## src/rtl/board_frame_ctrl_if.sv

```systemverilog
// board_frame_ctrl_if
//   Cell-write handshake between game logic (master) and the frame
//   controller (slave). A write transfers when wr_valid && wr_ready.
//
//   wr_valid  master->slave  cell write request
//   wr_ready  slave->master  write can be accepted this cycle
//   wr_row    master->slave  cell row, 0 = top (x1)
//   wr_col    master->slave  cell column, 0 = leftmost (bits [11:0])
//   wr_color  master->slave  RGB444 cell colour
interface board_frame_ctrl_if;
  logic        wr_valid;
  logic        wr_ready;
  logic [1:0]  wr_row;
  logic [1:0]  wr_col;
  logic [11:0] wr_color;

  modport master (
    output wr_valid,
    output wr_row,
    output wr_col,
    output wr_color,
    input  wr_ready
  );

  modport slave (
    input  wr_valid,
    input  wr_row,
    input  wr_col,
    input  wr_color,
    output wr_ready
  );
endinterface

```

## src/rtl/board_frame_ctrl.sv

```systemverilog
// board_frame_ctrl
//   Sequences updates to the 4x4 cell-colour buffer feeding the VGA grid
//   renderer. Game logic writes cells into a staging buffer; a commit
//   copies staging into the displayed buffer one row per cycle, starting
//   only at the first blanking line of a frame so a frame never tears.
//   Also times the renderer's error border flash in whole frames.
//
// Ports
//   clk             pixel clock, shared with the renderer
//   reset           asynchronous, active-high reset
//   y               current scan line from the VGA sync generator
//   wr              cell-write handshake (slave side)
//   clear_req       pulse: fill staging with CLEAR_COLOR
//   commit_req      pulse: publish staging at the next blanking start
//   error_req       pulse: (re)start the error flash
//   x1..x4          displayed rows 0..3, cell c at [12c+11:12c]
//   commit_pending  high while a commit is waiting or copying
//   commit_done     one-cycle pulse after the last row is published
//   error           border error flag to the renderer
module board_frame_ctrl #(
  parameter int unsigned VBLANK_LINE = 480,
  parameter int unsigned ERR_FRAMES  = 30,
  parameter logic [11:0] RESET_COLOR = 12'h000,
  parameter logic [11:0] CLEAR_COLOR = 12'hCCC
) (
  input  logic                     clk,
  input  logic                     reset,
  input  logic [9:0]               y,
  board_frame_ctrl_if.slave        wr,
  input  logic                     clear_req,
  input  logic                     commit_req,
  input  logic                     error_req,
  output logic [47:0]              x1,
  output logic [47:0]              x2,
  output logic [47:0]              x3,
  output logic [47:0]              x4,
  output logic                     commit_pending,
  output logic                     commit_done,
  output logic                     error
);

  localparam logic [9:0] VBL_Y    = VBLANK_LINE[9:0];
  localparam logic [7:0] ERR_LOAD = ERR_FRAMES[7:0];

  typedef enum logic [1:0] {
    ST_IDLE    = 2'd0,
    ST_PENDING = 2'd1,
    ST_COPY    = 2'd2
  } state_t;

  state_t            r_state;
  state_t            w_next_state;

  // Each row is packed so a displayed row drives an x output directly.
  logic [3:0][11:0]  r_stage [0:3];
  logic [3:0][11:0]  r_disp  [0:3];

  logic [1:0]        r_row_idx;
  logic [9:0]        r_y_q;
  logic [7:0]        r_err_cnt;
  logic              r_commit_done;

  logic              w_frame_start;
  logic              w_wr_ready;
  logic              w_wr_accept;
  logic              w_copy_en;
  logic              w_copy_last;
  logic              w_copy_start;

  // --------------------------------------------------------------------
  // Frame boundary: one pulse on the cycle y first equals the blanking
  // line, however long y then dwells there.
  // --------------------------------------------------------------------
  always_ff @(posedge clk or posedge reset) begin
    if (reset) begin
      r_y_q <= '0;
    end else begin
      r_y_q <= y;
    end
  end

  assign w_frame_start = (y == VBL_Y) && (r_y_q != VBL_Y);

  // --------------------------------------------------------------------
  // Commit state machine
  // --------------------------------------------------------------------
  always_ff @(posedge clk or posedge reset) begin
    if (reset) begin
      r_state <= ST_IDLE;
    end else begin
      r_state <= w_next_state;
    end
  end

  // frame_start is only looked at from PENDING, so one coinciding with
  // the IDLE->PENDING cycle is naturally skipped.
  always_comb begin
    w_next_state = r_state;
    w_wr_ready   = 1'b0;
    w_copy_en    = 1'b0;
    w_copy_start = 1'b0;
    case (r_state)
      ST_IDLE: begin
        w_wr_ready = !clear_req;
        if (commit_req) begin
          w_next_state = ST_PENDING;
        end
      end
      ST_PENDING: begin
        if (w_frame_start) begin
          w_copy_start = 1'b1;
          w_next_state = ST_COPY;
        end
      end
      ST_COPY: begin
        w_copy_en = 1'b1;
        if (r_row_idx == 2'd3) begin
          w_next_state = ST_IDLE;
        end
      end
      default: begin
        w_next_state = ST_IDLE;
      end
    endcase
  end

  assign w_copy_last = w_copy_en && (r_row_idx == 2'd3);
  assign w_wr_accept = wr.wr_valid && w_wr_ready;

  always_ff @(posedge clk or posedge reset) begin
    if (reset) begin
      r_row_idx     <= '0;
      r_commit_done <= 1'b0;
    end else begin
      r_commit_done <= w_copy_last;
      if (w_copy_start) begin
        r_row_idx <= '0;
      end else if (w_copy_en) begin
        r_row_idx <= r_row_idx + 2'd1;
      end
    end
  end

  // --------------------------------------------------------------------
  // Staging buffer: only writable in IDLE; clear beats a same-cycle
  // write (which is also refused through wr_ready).
  // --------------------------------------------------------------------
  always_ff @(posedge clk or posedge reset) begin
    if (reset) begin
      r_stage <= '{default: {4{RESET_COLOR}}};
    end else if (r_state == ST_IDLE) begin
      if (clear_req) begin
        r_stage <= '{default: {4{CLEAR_COLOR}}};
      end else if (w_wr_accept) begin
        r_stage[wr.wr_row][wr.wr_col] <= wr.wr_color;
      end
    end
  end

  // --------------------------------------------------------------------
  // Displayed buffer: changes only while copying, one row per cycle.
  // --------------------------------------------------------------------
  always_ff @(posedge clk or posedge reset) begin
    if (reset) begin
      r_disp <= '{default: {4{RESET_COLOR}}};
    end else if (w_copy_en) begin
      r_disp[r_row_idx] <= r_stage[r_row_idx];
    end
  end

  // --------------------------------------------------------------------
  // Error flash timer, counted in frames. A load beats a same-cycle
  // frame_start, so a retrigger always restarts the full duration.
  // --------------------------------------------------------------------
  always_ff @(posedge clk or posedge reset) begin
    if (reset) begin
      r_err_cnt <= '0;
    end else if (error_req) begin
      r_err_cnt <= ERR_LOAD;
    end else if (w_frame_start && (r_err_cnt != '0)) begin
      r_err_cnt <= r_err_cnt - 8'd1;
    end
  end

  // --------------------------------------------------------------------
  // Outputs
  // --------------------------------------------------------------------
  assign wr.wr_ready     = w_wr_ready;
  assign x1              = r_disp[0];
  assign x2              = r_disp[1];
  assign x3              = r_disp[2];
  assign x4              = r_disp[3];
  assign commit_pending  = (r_state != ST_IDLE);
  assign commit_done     = r_commit_done;
  assign error           = (r_err_cnt != '0);

  // --------------------------------------------------------------------
  // Structural invariants
  // --------------------------------------------------------------------
  a_done_in_idle : assert property (@(posedge clk) disable iff (reset)
    r_commit_done |-> (r_state == ST_IDLE));

  a_disp_stable_outside_copy : assert property (@(posedge clk) disable iff (reset)
    (r_state != ST_COPY) |=> $stable(r_disp[r_row_idx]));

  a_no_write_when_busy : assert property (@(posedge clk) disable iff (reset)
    (r_state != ST_IDLE) |-> !w_wr_ready);

endmodule

```

## src/flat_wrapper.sv

```systemverilog
// flat-port wrapper written by rule: the top's interface ports become plain ports
module board_frame_ctrl_flat 
#(
  parameter int unsigned VBLANK_LINE = 480,
  parameter int unsigned ERR_FRAMES  = 30,
  parameter logic [11:0] RESET_COLOR = 12'h000,
  parameter logic [11:0] CLEAR_COLOR = 12'hCCC
)
  (clk, reset, y, clear_req, commit_req, error_req, x1, x2, x3, x4, commit_pending, commit_done, error, wr_wr_valid, wr_wr_row, wr_wr_col, wr_wr_color, wr_wr_ready);
  board_frame_ctrl_if wr_i ();
  input  logic clk;
  input  logic reset;
  input  logic [9:0] y;
  input  logic clear_req;
  input  logic commit_req;
  input  logic error_req;
  output logic [47:0] x1;
  output logic [47:0] x2;
  output logic [47:0] x3;
  output logic [47:0] x4;
  output logic commit_pending;
  output logic commit_done;
  output logic error;
  input wire logic [$bits(wr_i.wr_valid)-1:0] wr_wr_valid;
  input wire logic [$bits(wr_i.wr_row)-1:0] wr_wr_row;
  input wire logic [$bits(wr_i.wr_col)-1:0] wr_wr_col;
  input wire logic [$bits(wr_i.wr_color)-1:0] wr_wr_color;
  output wire logic [$bits(wr_i.wr_ready)-1:0] wr_wr_ready;
  assign wr_i.wr_valid = wr_wr_valid;
  assign wr_i.wr_row = wr_wr_row;
  assign wr_i.wr_col = wr_wr_col;
  assign wr_i.wr_color = wr_wr_color;
  assign wr_wr_ready = wr_i.wr_ready;
  board_frame_ctrl #(.VBLANK_LINE(VBLANK_LINE), .ERR_FRAMES(ERR_FRAMES), .RESET_COLOR(RESET_COLOR), .CLEAR_COLOR(CLEAR_COLOR)) u_core (.clk(clk), .reset(reset), .y(y), .wr(wr_i), .clear_req(clear_req), .commit_req(commit_req), .error_req(error_req), .x1(x1), .x2(x2), .x3(x3), .x4(x4), .commit_pending(commit_pending), .commit_done(commit_done), .error(error));
endmodule
```

## config.mk

```make
export PLATFORM = sky130hd
export DESIGN_NAME = board_frame_ctrl_flat
export DESIGN_NICKNAME = d
export VERILOG_FILES = /design/src/rtl/board_frame_ctrl_if.sv /design/src/rtl/board_frame_ctrl.sv /design/src/flat_wrapper.sv
export SDC_FILE = /design/constraint.sdc
export NUM_CORES = 1
export LEC_CHECK = 0
export BUFFER_PORTS_ARGS = -buffer_cell sky130_fd_sc_hd__buf_2
export CAP_MARGIN = 20
export CELL_PAD_IN_SITES_DETAIL_PLACEMENT = 1
export CELL_PAD_IN_SITES_GLOBAL_PLACEMENT = 1
export CORE_MARGIN = 5
export CORE_UTILIZATION = 50
export DETAILED_ROUTE_END_ITERATION = 12
export PLACE_DENSITY = 0.95
export SETUP_SLACK_MARGIN = 0.05
export SLEW_MARGIN = 20
export SYNTH_ARGS = -nofsm -noshare
export SYNTH_HDL_FRONTEND = slang
export SYNTH_SLANG_ARGS = --single-unit
```

## constraint.sdc

```tcl
create_clock -name clk -period 28.2 [get_ports clk]
set_clock_uncertainty 0.1 [all_clocks]
set_input_delay 1.41 -clock clk [delete_from_list [all_inputs] [get_ports clk]]
set_output_delay 1.41 -clock clk [all_outputs]
set_load 0.01 [all_outputs]
```

# Yosys cells after proc, flatten, opt, wreduce, memory -nomap -nowiden
# Cells that the tools add are included.
word_totals:
  reg_bits: 407
  output_inout_bits: 196
  wordCells: 96
classes:
  n_addsub: 2
  order_cmp: 6
  n_eq_ne: 8
  n_mux: 25
  bitwise_logic: 2
  reduce_logical: 16
ops:
  columns: ["op", "count"]
  rows:
  - ["192-bit bitwise mux", 2]
  - ["192-bit 2-to-1 mux", 2]
  - ["48-bit demux with 2-bit select", 2]
  - ["48-bit 2-to-1 mux", 4]
  - ["48-bit binary-select mux with 2-bit select", 1]
  - ["12-bit demux with 2-bit select", 1]
  - ["8-bit 2-to-1 mux", 2]
  - ["12-bit 2-to-1 mux", 1]
  - ["10-bit by 9-bit equality test with 1-bit output (second input constant)", 1]
  - ["2-bit 2-to-1 mux", 5]
  - ["10-bit by 9-bit inequality test with 1-bit output (second input constant)", 1]
  - ["2-bit nonzero test", 4]
  - ["8-bit nonzero test", 1]
  - ["8-bit by 1-bit subtractor with 8-bit output (second input constant)", 1]
  - ["1-bit logical AND", 7]
  - ["3-bit >= comparator (second input constant)", 2]
  - ["3-bit by 1-bit < comparator with 1-bit output (second input constant)", 2]
  - ["2-bit NOT with 3-bit output", 2]
  - ["2-bit one-hot mux with 3 select lines", 1]
  - ["2-bit equality test (second input constant)", 2]
  - ["1-bit 2-to-1 mux", 4]
  - ["2-bit by 1-bit inequality test with 1-bit output (second input constant)", 2]
  - ["2-bit by 3-bit < comparator with 1-bit output (second input constant)", 1]
  - ["3-bit AND reduction", 1]
  - ["other kinds (7)", 7]

# Logic depth before layout (Yosys ltp)
# Gate-level depths: netlist of the first run.
logic_depth:
  word_depth: 9
  ltp_mapped: 9

# Worst setup path after synthesis of the first run
# Ideal clock, no wire load.
synth_timing:
  kind: "input to output"
  start: "in clear_req"
  end: "out wr_wr_ready"
  t_arrival_ns: 2.132
  required_ns: 26.690
  setup_slack_ns: 24.558
  stages: 4
  path_cell_list: "buf_2 > buf_2 > buf_2 > nor2_1"
synth_via:
  elab_chain_len: 2
synth_rtl:
  columns: ["element", "line_no", "text"]
  rows:
  - ["start, declared", "flat_wrapper.sv:14", "input logic clear_req;"]
  - ["1-bit logical NOT", "board_frame_ctrl.sv:104", "w_wr_ready = !clear_req;"]
  - ["1-bit 2-to-1 mux", "board_frame_ctrl.sv:102", "case (r_state)"]
  - ["end, declared", "flat_wrapper.sv:28", "output wire logic [$bits(wr_i.wr_ready)-1:0] wr_wr_ready;"]
# Every way passes these cells.

# Worst setup path after layout of the first run
# Same ends and word-level chain as after synthesis.

==> impl_results.md, run 1 <==
* CTS Buf Count at 43
* GPL Wtd Cong at approximately 0.82
* Slew of the pin with the lowest slew margin at 0.975 ns
* Clock Tree Buf Depth at 3
* Maxcap violations at 0
* Largest net degree at the start of global routing at 92
* Pint at ~1.1 mW
* PwrDens at 76.8 nW/um^2
* Site Rows at 66
* Tcrit/Tclk final at 0.133
* Layout area overhead at 18.5%
* Critical path type: input port to primary output
* Post-route ant nets at 0
* Crit path DAT at ~2.3 ns
* Synth warn at 0
* Top-count cell post-synth: dfrtp_1
* RSZ-0062 raised after global routing: false
* Synth Flop Type: dfrtp_1
* Chip width at approximately 190 um
* Commonest cells post-synth: dfrtp_1, nand2_1, mux2_2
* Input/output buffers at ~230
* Clock Latency Late Sink at roughly 0.54 ns
* Final Util at 0.597
* Total gr overflow at 0
* Cell taking the most area after synthesis: dfrtp_1
* Post_cts resized at 0
* Worst hold margin at ~0.38 ns
* DRC at 0
* CP most frequent cell: buf_2
* Vias at ~12000
* Initial core utilization at 0.503
* Asr flop ratio synth at 1.00
* Max FO, Critical Path at 25
* WP buf/inv at 2
* Die Y at between 150 and 200 um
* Dpl hpwl at a little over 30000 um
* Static leakage at about 9.8 nW
* GRT Util Overall at 0.277
* Die area at ~36000 um^2
* Worst Hold Class: flop to flop
* Final Hold Viols at 0
* Core area at 32400 um^2
* Worst-path cell chain: buf_2, nor2_1, buf_2
* Clock power frac at 0.385
* Drt first pass iters at 5
* Boundary Pins at about 230
* Slowest-stage cell, CP: buf_2
* Mapped Cells at 1245
* # clock sinks at 407
* Max VDD drop at approximately 0.045 mV
* Post-synth EDFFs at 0
* Avg Inst Size Synth at around 13 um^2
* CP Launch Type: input port
* Post-layout min period at between 3 and 4 ns
* Combinational fraction of design power at 0.145
* Setup TNS at 0 ns
* Register area share after synthesis at 0.625
* Number of global-route vias before repair at 13100
* Fin. max-slew vios at 0
* First-pass GRT wire length at between 70000 and 80000 um
* WL per Instance at roughly 26 um
* CTS clk-pin slew, worst paths at approximately 0.060 ns
* Synth Cell Area at between 15000 and 20000 um^2
* DRT iter0 DRCs at 960
* Root Buffer: clkbuf_16
* CP peak stage delay at 0.54 ns
* Crit-path leading delay family: buffers and inverters
* CTS tree: yes
* Syn_nets at roughly 1300
* Status: completed
* Worst Setup End Kind: primary output
* Max-slew headroom at 0.348
* CP Data Required Time at between 20 and 30 ns
* Synth top area cells: dfrtp_1, mux2_2, mux4_2
* WL final at roughly 51000 um
* Seq pwr share at 0.469
* Final setup fails at 0
* Net count, final at 1503
* Top cell type's share of synthesized area at 0.625
* Sw power at a little over 0.4 mW
* Initial antenna violation count at 3
* Seq cells post-synth at just over 400
* Htree depth at 2
* Yosys cell types at 42
* Post-CTS Setup Bufs at 0
* Share of cells above drive strength 1 at 0.389
* FMAX at between 200 and 300 MHz
* Via density at roughly 6
* Sw Share at 0.274
* # hold bufs at CTS at 0
-- layout by cell type, fill, tap and decap left out, types with 2 or more instances in the layout --
cell	netlist	layout
clkbuf_16	0	44
mux2i_1	2	2
clkbuf_1	41	9
bufinv_16	0	2
nor2b_1	9	9
nand4_1	2	2
ha_1	6	6
o21ai_1	11	11
and2_1	2	2
mux4_2	48	48
clkinv_2	0	9
nand3b_1	2	2
mux2_2	193	193
o21ai_2	10	10
buf_2	24	227
clkbuf_8	0	12
nor4_1	3	3
nand2b_1	6	6
nor3_1	8	8
inv_1	9	8
buf_6	0	3
nand2_1	215	211
a21oi_1	2	2
buf_4	3	14
nor2_1	26	23
o21ai_0	188	188
nor2_2	0	3
nand3_1	6	6
xnor2_1	2	2
dfrtp_1	407	405
nand2_2	0	4
nand4b_1	2	2
-- worst register-to-register path, stage by stage, from the launching register on --
cell and delay [ns]:
dfrtp_2 0.36, buf_4 0.65, inv_1 0.24, ha_1 0.26
nand2_2 0.71, buf_4 0.47, mux2_2 0.40
-- cells by family after synthesis --
kind of cell / share of synthesized area
compound gates: 0.0692
fa+ha+maj: 0.00461
mux: 0.202
xor+xnor: 0.00108
buf+inv: 0.0207
simple gates: 0.0775
flops: 0.625
-- final cells by class --
type	count	area, um^2
Clock buffer	65	1300
Sequential cell	407	10200
Clock inverter	13	130
Inverter	9	41.3
Tap cell	442	553
Antenna cell	1	2.50
Multi-Input combinational cell	759	5790
Timing Repair Buffer	245	1300
Fill cell	3259	13100
-- flip-flops by register name, indices dropped and copies added, names as in the netlist, 8 cells and up --
signal	cells
u_core.r_err_cnt	8
u_core.r_stage	192
u_core.r_y_q	10
u_core.x1	48
u_core.x2	48
u_core.x3	48
u_core.x4	48
-- power by group through the flow --
stage | clock network [mW] | registers [mW] | logic, mW
2_1_floorplan | 0 | 0.691 | 0.135
3_5_place_dp | 0 | 0.710 | 0.196
4_1_cts | 0.579 | 0.703 | 0.205
3_3_place_gp | 0 | 0.701 | 0.182
5_1_grt | 0.606 | 0.701 | 0.234
6_report | 0.571 | 0.696 | 0.216
-- worst paths after layout --
| path | endpoint | slack [ns] | depth (start not counted) | start |
|---|---|---|---|---|
| worst max-delay path | wr_wr_ready | 24.44 | 3 | clear_req |
| worst min-delay path | u_core.r_stage[6]$_DFFE_PP0P_ | 0.38 | 2 | u_core.r_stage[6]$_DFFE_PP0P_ |
| worst max register to register | u_core.x1[17]$_DFFE_PP0P_ | 24.87 | 6 | u_core.r_row_idx[1]$_DFFE_PP0P_ |
| worst min register to register | u_core.r_stage[6]$_DFFE_PP0P_ | 0.38 | 2 | u_core.r_stage[6]$_DFFE_PP0P_ |
| max in group asynchronous | u_core.x2[18]$_DFFE_PP0P_ | 24.92 | 4 | reset |
| min in group asynchronous | u_core.x1[38]$_DFFE_PP0P_ | 0.87 | 2 | reset |
-- metrics by stage --
stage	std cells	worst slack, ns	power, mW	cell area [um^2]
final	1941	24.44	1.48	19300
after global routing	1941	24.35	1.54	19300
after CTS	1939	24.47	1.49	19300
after detailed placement	1861	24.03	0.907	17800
after global placement	1861	24.14	0.883	17800
after floorplan	1245	15.37	0.826	16300
-- routing by layer --
metal | part of all wire | track usage | vias up | wire, um
li1 | - | - | 4802 | -
met1 | 0.38 | 0.340 | 6142 | 19000
met2 | 0.51 | 0.478 | 590 | 25800
met3 | 0.070 | 0.0540 | 156 | 3560
met4 | 0.044 | 0.120 | 4 | 2210
met5 | 0.00041 | 0 | - | 21
(Power assumes the default switching activity.)
==> run 2: changes to the inputs <==
- CORE_UTILIZATION: 50 -> 47
- PLACE_DENSITY: 0.95 -> 0.91
- clock period: 28.2 -> 3.8 ns (I/O delays scaled with it)
==> run 2 against run 1 <==
  * First-iteration DRC count is 18% lower
  * Routed wire length shrank 3.2%
  * Power rose to 7.4 times the previous value
  * Final cell count increased by 2.2%
  * Die area up 6.0%
  * Critical path depth is 2 higher
  * Sequential share of layout area fell by 0.89 points
  * Combinational power rose to 7.2 times the previous value
  * Global-route usage shrank 2.3 points
==> impl_results.md, run 2 (same netlist as run 1, synthesis figures left out) <==
* Status: completed (unchanged)
* Via density at 5.83 (was 6.02)
* DRC at 0 (unchanged)
* Critical path type: flop to flop (was input port to primary output)
* Static leakage at 9.90 nW (was 9.76 nW)
* Final setup fails at 0 (unchanged)
* Commonest non-fill, non-tap cell in the layout: dfrtp_1 (unchanged)
* Max FO, Critical Path at 30 (was 25)
* Root Buffer: clkbuf_16 (unchanged)
* Chip width at 196 um (was 191 um)
* Post-CTS Setup Bufs at 0 (unchanged)
* Placed Cells at 1881 (was 1861)
* Dpl hpwl at 30500 um (was 30200 um)
* Clock Latency Late Sink at 0.55 ns (was 0.54 ns)
* Share of cells above drive strength 1 at 0.392 (was 0.389)
* Largest register by flop count: u_core.r_stage (unchanged)
* PwrDens at 562 nW/um^2 (was 76.8 nW/um^2)
* Worst hold margin at 0.00252 ns (was 0.380 ns)
* # clock sinks at 407 (unchanged)
* Net count, final at 1527 (was 1503)
* CTS Buf Count at 44 (was 43)
* Total chip power at 11.0 mW (was 1.48 mW)
* First-pass GRT wire length at 76900 um (was 78100 um)
* Slew of the pin with the lowest slew margin at 0.903 ns (was 0.975 ns)
* CP Data Required Time at 4.12 ns (was 26.69 ns)
* # hold bufs at CTS at 15 (was 0)
* CTS clk-pin slew, worst paths at 0.07 ns (was 0.06 ns)
* Crit path DAT at 3.10 ns (was 2.25 ns)
* Pint at 8.00 mW (was 1.08 mW)
* Max VDD drop at 0.345 mV (was 0.0453 mV)
* Clock Tree Buf Depth at 3 (unchanged)
* Boundary Pins at 228 (unchanged)
* Largest net degree at the start of global routing at 77 (was 92)
* Fin. max-slew vios at 0 (unchanged)
* Final Hold Viols at 0 (unchanged)
* Most frequent cells in the layout: dfrtp_1, buf_2, nand2_1 (unchanged)
* WL final at 49000 um (was 50600 um)
* Die area at 38500 um^2 (was 36300 um^2)
* Final instance area at 19600 um^2 (was 19300 um^2)
* Sw power at 3.04 mW (was 0.406 mW)
* Htree depth at 2 (unchanged)
* Tcrit/Tclk final at 0.733
* WL per Instance at 24.7 um (was 26.1 um)
* Layout area overhead at 20.5% (was 18.5%)
* GRT Util Overall at 0.254 (was 0.277)
* Die Y at 196 um (was 191 um)
* Seq pwr share at 0.470 (was 0.469)
* GPL Wtd Cong at 0.818 (was 0.821)
* Max-slew headroom at 0.398 (was 0.348)
* Input/output buffers at 227 (unchanged)
* Place WS at 1.10 ns (was 24.03 ns)
* Core area at 34400 um^2 (was 32400 um^2)
* Clock power frac at 0.389 (was 0.385)
* FMAX at ~360 MHz
* Initial core utilization at 0.474 (was 0.503)
* CP Launch Type: flop (was input port)
* Sw Share at 0.275 (was 0.274)
* Final WS setup at 1.02 ns (was 24.44 ns)
* Post-layout min period at between 2 and 3 ns
* Maxcap violations at 0 (unchanged)
* Site Rows at 68 (was 66)
* Drt first pass iters at 5 (unchanged)
* Combinational fraction of design power at 0.141 (was 0.145)
* DP Area at 18000 um^2 (was 17800 um^2)
* Worst Setup End Kind: flop (was primary output)
* Layout Cells excl Fill at 1984 (was 1941)
* Vias at 11600 (was 11700)
* Post-route ant nets at 0 (unchanged)
* Total gr overflow at 0 (unchanged)
* RSZ-0062 raised after global routing: false (unchanged)
* Number of global-route vias before repair at 13100 (about the same)
* Post_cts resized at 0 (unchanged)
* Initial antenna violation count at 8 (was 3)
* Max reg flops at 192 (unchanged)
* CTS tree: yes (unchanged)
* Worst Hold Class: input port to flop (was flop to flop)
* DRT iter0 DRCs at 788 (was 960)
run 2: cell count changes in the layout (fill, tap and decap cells not counted), sizes merged:
cell         delta
clkinv          +5
buf             +7
diode           +4
clkbuf          -4
dlygate4sd3    +16
clkinvlp        +2
run 2: area by class of cell:
cell class | instances | area [um^2]
Timing Repair Buffer | 268 | 1580
Fill cell | 3482 | 14700
Antenna cell | 5 | 12.5
Multi-Input combinational cell | 759 | 5790
Tap cell | 455 | 569
Clock buffer | 61 | 1290
Clock inverter | 20 | 168
Inverter | 9 | 37.5
Sequential cell | 407 | 10200
run 2: stage by stage:
| stage | setup TNS [ns] | util |
|---|---|---|
| after detailed placement | 0 | 0.524 |
| after global placement | 0 | 0.523 |
| after global routing | 0 | 0.571 |
| after floorplan | -803.29 | - |
| final | 0 | 0.571 |
| after CTS | 0 | 0.570 |
run 2: power by group through the flow:
stage	clock, mW	combinational [mW]	sequential, mW
2_1_floorplan	0	0.999	5.13
3_3_place_gp	0	1.42	5.18
3_5_place_dp	0	1.53	5.24
4_1_cts	4.35	1.57	5.17
5_1_grt	4.59	1.70	5.24
6_report	4.29	1.56	5.19
run 2: metal layers:
metal,global-route usage,vias to the layer above,share of wire
met1,0.311,6077,0.38
li1,-,4863,-
met3,0.0513,139,0.065
met4,0.100,6,0.038
met2,0.442,480,0.52
met5,0,-,0.00049
run 2: path summary, 6_finish.rpt:
check / startpoint / to / slack (ns) / cells after the start
setup reg to reg: u_core.r_row_idx[1]$_DFFE_PP0P_ / u_core.x2[34]$_DFFE_PP0P_ / 1.02 / 5
setup / recovery: u_core.r_row_idx[1]$_DFFE_PP0P_ / u_core.x2[34]$_DFFE_PP0P_ / 1.02 / 5
max in group asynchronous: reset / u_core.x1[19]$_DFFE_PP0P_ / 2.41 / 5
hold reg to reg: u_core.r_stage[142]$_DFFE_PP0P_ / u_core.r_stage[142]$_DFFE_PP0P_ / 0.37 / 2
min in group asynchronous: reset / u_core.r_stage[94]$_DFFE_PP0P_ / 0.15 / 3
hold / removal: wr_wr_color[2] / u_core.r_stage[2]$_DFFE_PP0P_ / 0.003 / 3
run 2: worst max-delay path, stage by stage, from the launching register on:
cell,delay [ns]
dfrtp_2,0.88
inv_1,0.22
ha_1,0.25
nand2_2,0.49
buf_12,0.29
mux2_2,0.38
